**config.mk**
```make
export PLATFORM = sky130hd
export DESIGN_NAME = l1_bus_arbiter
export DESIGN_NICKNAME = d
export VERILOG_FILES = /design/src/rtl/l1_bus_arbiter.sv
export SDC_FILE = /design/constraint.sdc
export NUM_CORES = 1
export LEC_CHECK = 0
export BUFFER_PORTS_ARGS = -buffer_cell sky130_fd_sc_hd__buf_4
export CORE_UTILIZATION = 50
export DETAILED_ROUTE_END_ITERATION = 10
export MAX_ROUTING_LAYER = met4
export PLACE_DENSITY = 0.76
export SYNTH_ARGS = -nofsm -noshare
export SYNTH_HDL_FRONTEND = slang
export SYNTH_SLANG_ARGS = --single-unit
export TNS_END_PERCENT = 5
```
**constraint.sdc**
```tcl
create_clock -name clock -period 2 [get_ports clock]
set_input_delay 0.3 -clock clock [delete_from_list [all_inputs] [get_ports clock]]
set_output_delay 0.3 -clock clock [all_outputs]
set_load 0.01 [all_outputs]
```
**src/rtl/l1_bus_arbiter.sv**
```systemverilog
// Round-robin arbiter for the shared L1 snooping bus: one-hot grant, hold until
// release or watchdog expiry, one GAP turnaround cycle, master offset broadcast.
module l1_bus_arbiter #(
  parameter int unsigned NUM_CACHES      = 4,
  parameter int unsigned MAX_OFFSET_BITS = 3,
  parameter int unsigned TIMEOUT         = 255,
  localparam int unsigned OFFSET_W = $clog2(MAX_OFFSET_BITS) + 1,
  localparam int unsigned ID_W     = $clog2(NUM_CACHES),
  localparam int unsigned CNT_W    = (TIMEOUT == 0) ? 1 : $clog2(TIMEOUT + 1)
) (
  input  logic                           clock,
  input  logic                           reset,
  input  logic [NUM_CACHES-1:0]          bus_request,
  input  logic [NUM_CACHES*OFFSET_W-1:0] active_offset_flat,
  output logic [NUM_CACHES-1:0]          bus_master,
  output logic                           req_ready,
  output logic [OFFSET_W-1:0]            curr_offset,
  output logic [ID_W-1:0]                grant_id,
  output logic                           timeout_err
);

  typedef enum logic [1:0] {
    ST_IDLE  = 2'd0,
    ST_GRANT = 2'd1,
    ST_GAP   = 2'd2
  } state_e;

  localparam bit              WDOG_EN  = (TIMEOUT != 0);
  localparam logic [CNT_W-1:0] CNT_LAST = (TIMEOUT == 0) ? '0 : CNT_W'(TIMEOUT - 1);
  localparam logic [ID_W-1:0]  LAST_ID  = ID_W'(NUM_CACHES - 1);

  state_e                state_q, state_d;
  logic [NUM_CACHES-1:0] bus_master_q, bus_master_d;
  logic                  req_ready_q, req_ready_d;
  logic [OFFSET_W-1:0]   curr_offset_q, curr_offset_d;
  logic [ID_W-1:0]       grant_id_q, grant_id_d;
  logic                  timeout_err_q, timeout_err_d;
  logic [ID_W-1:0]       ptr_q, ptr_d;
  logic [CNT_W-1:0]      cnt_q, cnt_d;

  logic [OFFSET_W-1:0]   offs [NUM_CACHES];
  logic                  win_vld;
  logic [ID_W-1:0]       win_id;
  logic                  hi_vld, lo_vld;
  logic [ID_W-1:0]       hi_id, lo_id;
  logic                  wdog_hit;
  logic                  release_hit;

  always_comb begin
    for (int unsigned i = 0; i < NUM_CACHES; i++) begin
      offs[i] = active_offset_flat[i*OFFSET_W +: OFFSET_W];
    end
  end

  // Rotating priority: lowest requester at or above the pointer wins, else the
  // lowest requester below it (the wrap-around part of the search).
  always_comb begin
    hi_vld = 1'b0;
    lo_vld = 1'b0;
    hi_id  = '0;
    lo_id  = '0;
    for (int unsigned j = 0; j < NUM_CACHES; j++) begin
      if (bus_request[j]) begin
        if (j >= 32'(ptr_q)) begin
          if (!hi_vld) begin
            hi_vld = 1'b1;
            hi_id  = ID_W'(j);
          end
        end else if (!lo_vld) begin
          lo_vld = 1'b1;
          lo_id  = ID_W'(j);
        end
      end
    end
    win_vld = hi_vld | lo_vld;
    win_id  = hi_vld ? hi_id : lo_id;
  end

  assign release_hit = !bus_request[grant_id_q];
  assign wdog_hit    = WDOG_EN && (cnt_q == CNT_LAST) && bus_request[grant_id_q];

  always_comb begin
    state_d       = state_q;
    bus_master_d  = bus_master_q;
    req_ready_d   = req_ready_q;
    curr_offset_d = curr_offset_q;
    grant_id_d    = grant_id_q;
    timeout_err_d = 1'b0;
    ptr_d         = ptr_q;
    cnt_d         = cnt_q;

    case (state_q)
      ST_IDLE: begin
        req_ready_d   = 1'b1;
        bus_master_d  = '0;
        curr_offset_d = '0;
        if (win_vld) begin
          state_d              = ST_GRANT;
          bus_master_d         = '0;
          bus_master_d[win_id] = 1'b1;
          grant_id_d           = win_id;
          req_ready_d          = 1'b0;
          cnt_d                = '0;
          curr_offset_d        = offs[win_id];
        end
      end

      ST_GRANT: begin
        curr_offset_d = offs[grant_id_q];
        if (release_hit || wdog_hit) begin
          state_d       = ST_GAP;
          bus_master_d  = '0;
          curr_offset_d = '0;
          timeout_err_d = wdog_hit;
          ptr_d         = (grant_id_q == LAST_ID) ? '0 : grant_id_q + 1'b1;
        end else if (cnt_q != '1) begin
          cnt_d = cnt_q + 1'b1;
        end
      end

      ST_GAP: begin
        state_d       = ST_IDLE;
        bus_master_d  = '0;
        req_ready_d   = 1'b1;
        curr_offset_d = '0;
      end

      default: begin
        state_d       = ST_IDLE;
        bus_master_d  = '0;
        req_ready_d   = 1'b1;
        curr_offset_d = '0;
      end
    endcase
  end

  always_ff @(posedge clock or posedge reset) begin
    if (reset) begin
      state_q       <= ST_IDLE;
      bus_master_q  <= '0;
      req_ready_q   <= 1'b1;
      curr_offset_q <= '0;
      grant_id_q    <= '0;
      timeout_err_q <= 1'b0;
      ptr_q         <= '0;
      cnt_q         <= '0;
    end else begin
      state_q       <= state_d;
      bus_master_q  <= bus_master_d;
      req_ready_q   <= req_ready_d;
      curr_offset_q <= curr_offset_d;
      grant_id_q    <= grant_id_d;
      timeout_err_q <= timeout_err_d;
      ptr_q         <= ptr_d;
      cnt_q         <= cnt_d;
    end
  end

  assign bus_master  = bus_master_q;
  assign req_ready   = req_ready_q;
  assign curr_offset = curr_offset_q;
  assign grant_id    = grant_id_q;
  assign timeout_err = timeout_err_q;

  a_grant_onehot0 : assert property (@(posedge clock) disable iff (reset)
    $onehot0(bus_master_q));
  a_ready_no_grant : assert property (@(posedge clock) disable iff (reset)
    req_ready_q |-> (bus_master_q == '0));

endmodule

```
## Yosys cells after proc, flatten, opt, wreduce, memory -nomap -nowiden

Index checks and enable logic that the tools add are counted.

| word-level totals | value |
|---|---|
| bits in registers | 23 |
| bits of input ports | 18 |
| output and inout port bits | 11 |
| word-level logic and storage cells | 95 |

| cells by class | value |
|---|---|
| $add $sub $neg | 2 |
| magnitude comparators | 8 |
| eq/ne operators | 8 |
| multiplexer cells | 56 |
| bitwise operators | 3 |
| reduce and logical (&&, ||, !) cells | 10 |

Operator list:

| cell | count |
|---|---|
| $mux W1 | 24 |
| $mux W2 | 12 |
| $mux W8 | 3 |
| $mux W3 | 6 |
| $pmux W8 S2 | 1 |
| $bmux W3 S2 | 2 |
| $add A8 B1 Y8 const B | 1 |
| $eq A8 B8 Y1 const B | 1 |
| $mux W4 | 2 |
| $ne A2 B2 Y1 const B | 4 |
| $ne A8 B8 Y1 const B | 1 |
| $pmux W4 S2 | 1 |
| $ge A3 B3 Y1 const B | 2 |
| $lt A2 B3 Y1 const B | 2 |
| $not A2 Y3 | 2 |
| $pmux W3 S2 | 1 |
| $reduce_and A2 Y1 | 3 |
| $ge A1 B2 Y1 const A | 2 |
| $pmux W2 S2 | 1 |
| $reduce_and A4 Y1 | 1 |
| $add A2 B1 Y2 const B | 1 |
| $bmux W1 S2 | 1 |
| $demux W1 S2 | 1 |
| $eq A2 B1 Y1 const B | 1 |
| 10 further kinds | 11 |

## Logic depth before layout (Yosys ltp)

| logic depth | value |
|---|---|
| word-level depth | 18 |
| depth in mapped cells | 7 |
| mapped depth without buffers | 7 |

## Least setup slack after synthesis

No wires, ideal clock.

| path | value |
|---|---|
| path type | flip-flop to flip-flop |
| start | register grant_id_q[0] (netlist: grant_id[0]) |
| end | register ptr_q[1] |
| setup time | 125 ps |
| data arrival time | 1608 ps |
| data required time | 1875 ps |
| setup slack | 267 ps |
| cell stages (with the launch flop) | 5 |
| buffers on the path | 1 |
| clock period less this slack | 1733 ps |
| cell sequence | dfrtp_1 buf_6 mux4_2 a21o_1 mux2_4 |

| between the ends | value |
|---|---|
| word-level cells in the longest chain between the ends | 5 |
| elaborated cells on any way between the ends | 9 |
| classes of those cells | add/sub (1); eq/ne (1); mux (3); reduce/logical (4) |

RTL lines:

| item | RTL line | text |
|---|---|---|
| start: declaration | 36 | `logic [ID_W-1:0] grant_id_q, grant_id_d;` |
| start signal: assignment | 152 | `grant_id_q <= grant_id_d;` |
| $bmux W1 S2 | 79, 80 |  |
| $mux W1 (not written as such) | 79, 80 |  |
| $logic_not A1 Y1 / $logic_and A1 B1 Y1 (equally long branches) | 79, 80 |  |
| $logic_or A1 B1 Y1 | 110 | `if (release_hit \|\| wdog_hit) begin` |
| $reduce_and A2 Y1 (no line) | n/a |  |
| end signal: assignment | 154 | `ptr_q <= ptr_d;` |
| end: declaration | 38 | `logic [ID_W-1:0] ptr_q, ptr_d;` |

Several ways; a longest one is shown, not always the timed one. The select of a mux whose other input is x is not followed.
A chain may end at the register's enable or synchronous reset.

## Worst setup path after layout

| path | value |
|---|---|
| start | register grant_id_q[1] (netlist: grant_id[1]) |
| end | register curr_offset_q[0] (netlist: curr_offset[0]) |

| between the ends | value |
|---|---|
| word-level cells in the longest chain between the ends | 6 |
| elaborated cells on any way between the ends | 11 |
| classes of those cells | mux (7); bitwise (1); reduce/logical (3) |

RTL lines:

| item | RTL line | text |
|---|---|---|
| $not A2 Y3 (not written as such) / $bmux W1 S2 (equally long branches) | 109, 79, 80 |  |
| $bmux W3 S2 / $mux W1 (equally long branches) | 109, 79, 80 |  |
| $mux W3 (not written as such), or another cell as far along | 109 | `curr_offset_d = offs[grant_id_q];` |
| $mux W3 (not written as such) / $logic_or A1 B1 Y1 (equally long branches) | 109, 110 |  |
| $mux W3 (*) | 110 |  |
| $pmux W3 S2 (*) | 92 | `case (state_q)` |
| via curr_offset_d[0] | 35 | `logic [OFFSET_W-1:0] curr_offset_q, curr_offset_d;` |
| end signal: assignment | 151 | `curr_offset_q <= curr_offset_d;` |
| end: declaration | 35 |  |

Mark *: on every way through the listed nets, which the timed path passes. The rest lies on a longest branch. The select of a mux whose other input is x is not followed.

==> results_dict.tcl <==
set metrics [dict create \
    syn_to_final_growth_pct 23.0 \
    intPower_mw 1.16 \
    use_met3_pct 3.77 \
    r2r_start "grant_id[1]" \
    skew_ns 0.00163 \
    async_flop_share_pct 100 \
    grt_pass1_vias 1088 \
    clkPwrFrac_pct 11.7 \
    grt_max_degree 24 \
    gp_routability_congestion 0.882 \
    ys_seq_area_share_pct 45.2 \
    cts_resized 0 \
    die_y_um 52.5 \
    drv_cap 0 \
    grt.overflow.total 0 \
    critPathLaunchType "flip-flop" \
    cp-end-kind "flip-flop" \
    chipWidth_um 52.5 \
    rsz0062_at_grt "no" \
    fin_tns_setup_ns 0 \
    nets 177 \
    p_sw_mw 0.762 \
    outcome "complete, no violations" \
    grt_use_total_pct 24.9 \
    cts_setup_buffers 0 \
    first_pass_iters 4 \
    drc_errors 0 \
    portBuffers 28 \
    wire_per_inst_um 15.1 \
    synth_area_um2 1270 \
    cts-hold-fix-buffers 0 \
    synth_cells 121 \
    vias_per_cell 5.85 \
    p_per_area_nw_per_um2 1230 \
    yosysTopAreaCell "dfrtp_1" \
    comb_power_share_pct 49.3 \
    fin_cells 183 \
    ys_seq_elements 23 \
    final_max_slew_viol_count 0 \
    period_minus_slack_ns 1.72 \
    switching_share_pct 39.6 \
    initial_utilization_pct 55.5 \
    rows 17 \
    synthTopCellsByArea "dfrtp_1 (43%), mux2i_1 (4.7%), nand2_1 (4.7%)" \
    vias 1071 \
    layout_common_cells "buf_4 (34), dfrtp_1 (22), nand2_1 (16)" \
    synth_cell_type_count 39 \
    cp_data_required_time_ns 2.24 \
    synth_ff_type "dfrtp_1" \
    dieArea_um2 2760 \
    final_common_cell "buf_4" \
    clk_latency_ns 0.32 \
    cts-buffers-inserted 3 \
    p_seq_share_pct 39.0 \
    clk_pin_slew_worst_paths_ns 0.13 \
    drive_above_1_share_pct 29.7 \
    htree_levels 1 \
    critPathKind "reg2reg" \
    power.leakage_nw 0.755 \
    cts.sinks 23 \
    coreArea_um2 2300 \
    fin_crit_sh_pct 85.9 \
    clockBufferDepth 2 \
    whs_ns 0.00153 \
    worst_pin_slew_ns 0.576 \
    dpl.cell_count 179 \
    r2r_cells 5 \
    use_met2_pct 42.4 \
    ant_nets 0 \
    netlist.area_leader.share_pct 43.2 \
    grt_first_pass_wirelength_um 4780 \
    io_pins 29 \
    slew_headroom_pct 61.5 \
    syn_avg_cell_area_um2 10.5 \
    cp_max_fo 8 \
    crit_arrival_ns 1.96 \
    fmax_mhz 582 \
    cts-root-buf "clkbuf_4" \
    n_antenna_cell 0 \
    yosysWarningCount 0 \
    design_area_um2 1570 \
    setup_viol 0 \
    ff2ff_setup_slack_ns 0.28 \
    cts_tree "done" \
    hp-class "in2async" \
    hpwl_um 2080 \
    vdd_ir_drop_max_uv 694 \
    busiest_layer "met2" \
    r2r-end "curr_offset[0]" \
    synth_edf_count 0 \
    hold_violations 0 \
    placed_area_um2 1540 \
    drt-initial-drc-count 10 \
    met1_usage_pct 28.3 \
    wirelength_um 2770 \
    grt_antenna_before_repair 0 \
    syn_nets 142 \
]
==> cells by family after synthesis <==
logic type | synth area share, %
AOI/OAI and AO/OA | 13.0
DFF | 45.2
and+or+nand+nor | 18.8
buffers and inverters | 3.73
xor gates and xnor gates | 2.75
muxes | 13.5
adders and majority gates | 2.94
==> power groups by stage <==
stage          logic, mW  clock network, mW  registers, mW
4_1_cts            0.954              0.229          0.749
3_3_place_gp       0.917                  0          0.745
2_1_floorplan      0.591                  0          0.763
6_report           0.949              0.226          0.750
5_1_grt             1.05              0.247          0.769
3_5_place_dp       0.948                  0          0.757
==> metrics by stage <==
step / utilization [%] / total power [mW] / setup slack, ns
floorplan: - / 1.35 / 0.267
global placement: 67.0 / 1.66 / 0.387
detailed placement: 67.0 / 1.71 / 0.323
CTS: 68.2 / 1.93 / 0.287
global route: 68.2 / 2.07 / 0.164
finish: 68.2 / 1.92 / 0.282
==> synthesized netlist by cell type (3+ instances only) <==
cell type	n
dfrtp_1	22
nand2_1	16
nor2_1	9
inv_1	6
mux2i_1	6
o21ai_0	6
nand3_1	5
nand4_1	4
ha_1	3
nor2b_1	3
o221ai_1	3
==> metal layers <==
layer | wire length (um) | vias up
li1 | - | 509
met1 | 1240 | 528
met2 | 1380 | 27
met3 | 85 | 7
met4 | 67 | 0
met5 | 0 | -
==> registers in the layout, indices dropped and copies added, names as in the netlist <==
signal / flops
cnt_q: 8
timeout_err: 1
curr_offset: 3
ptr_q: 2
bus_master: 4
grant_id: 2
state_q: 2
req_ready: 1
==> final cells by class <==
type                    count  area (um2)
flip-flops and latches     23         577
inverters                   6        22.5
clock buffers               3        22.5
multi-input cells          88         651
clock inverters             1        5.00
fillers                   181         729
repair buffers             34         255
well taps                  28        35.0
==> worst max-delay path: stages (launching register included) <==
cell and delay (ns):
dfrtp_1 0.55, mux4_2 0.32, nand2_1 0.08, nor2b_1 0.47
nand2_1 0.11, o221ai_1 0.11
==> worst max-delay path by stage <==
| stage | end | from | depth (start not counted) | slack [ns] |
|---|---|---|---|---|
| 2_1_floorplan | ptr_q[1] | grant_id[0] | 4 | 0.27 |
| 3_3_place_gp | curr_offset[1] | grant_id[1] | 5 | 0.39 |
| 3_5_place_dp | bus_master[0] | grant_id[1] | 5 | 0.32 |
| 4_1_cts | bus_master[0] | grant_id[1] | 5 | 0.29 |
| 5_1_grt | curr_offset[0] | grant_id[1] | 5 | 0.16 |
| 6_report | curr_offset[0] | grant_id[1] | 5 | 0.28 |
Power figures use the tool's default switching activity.
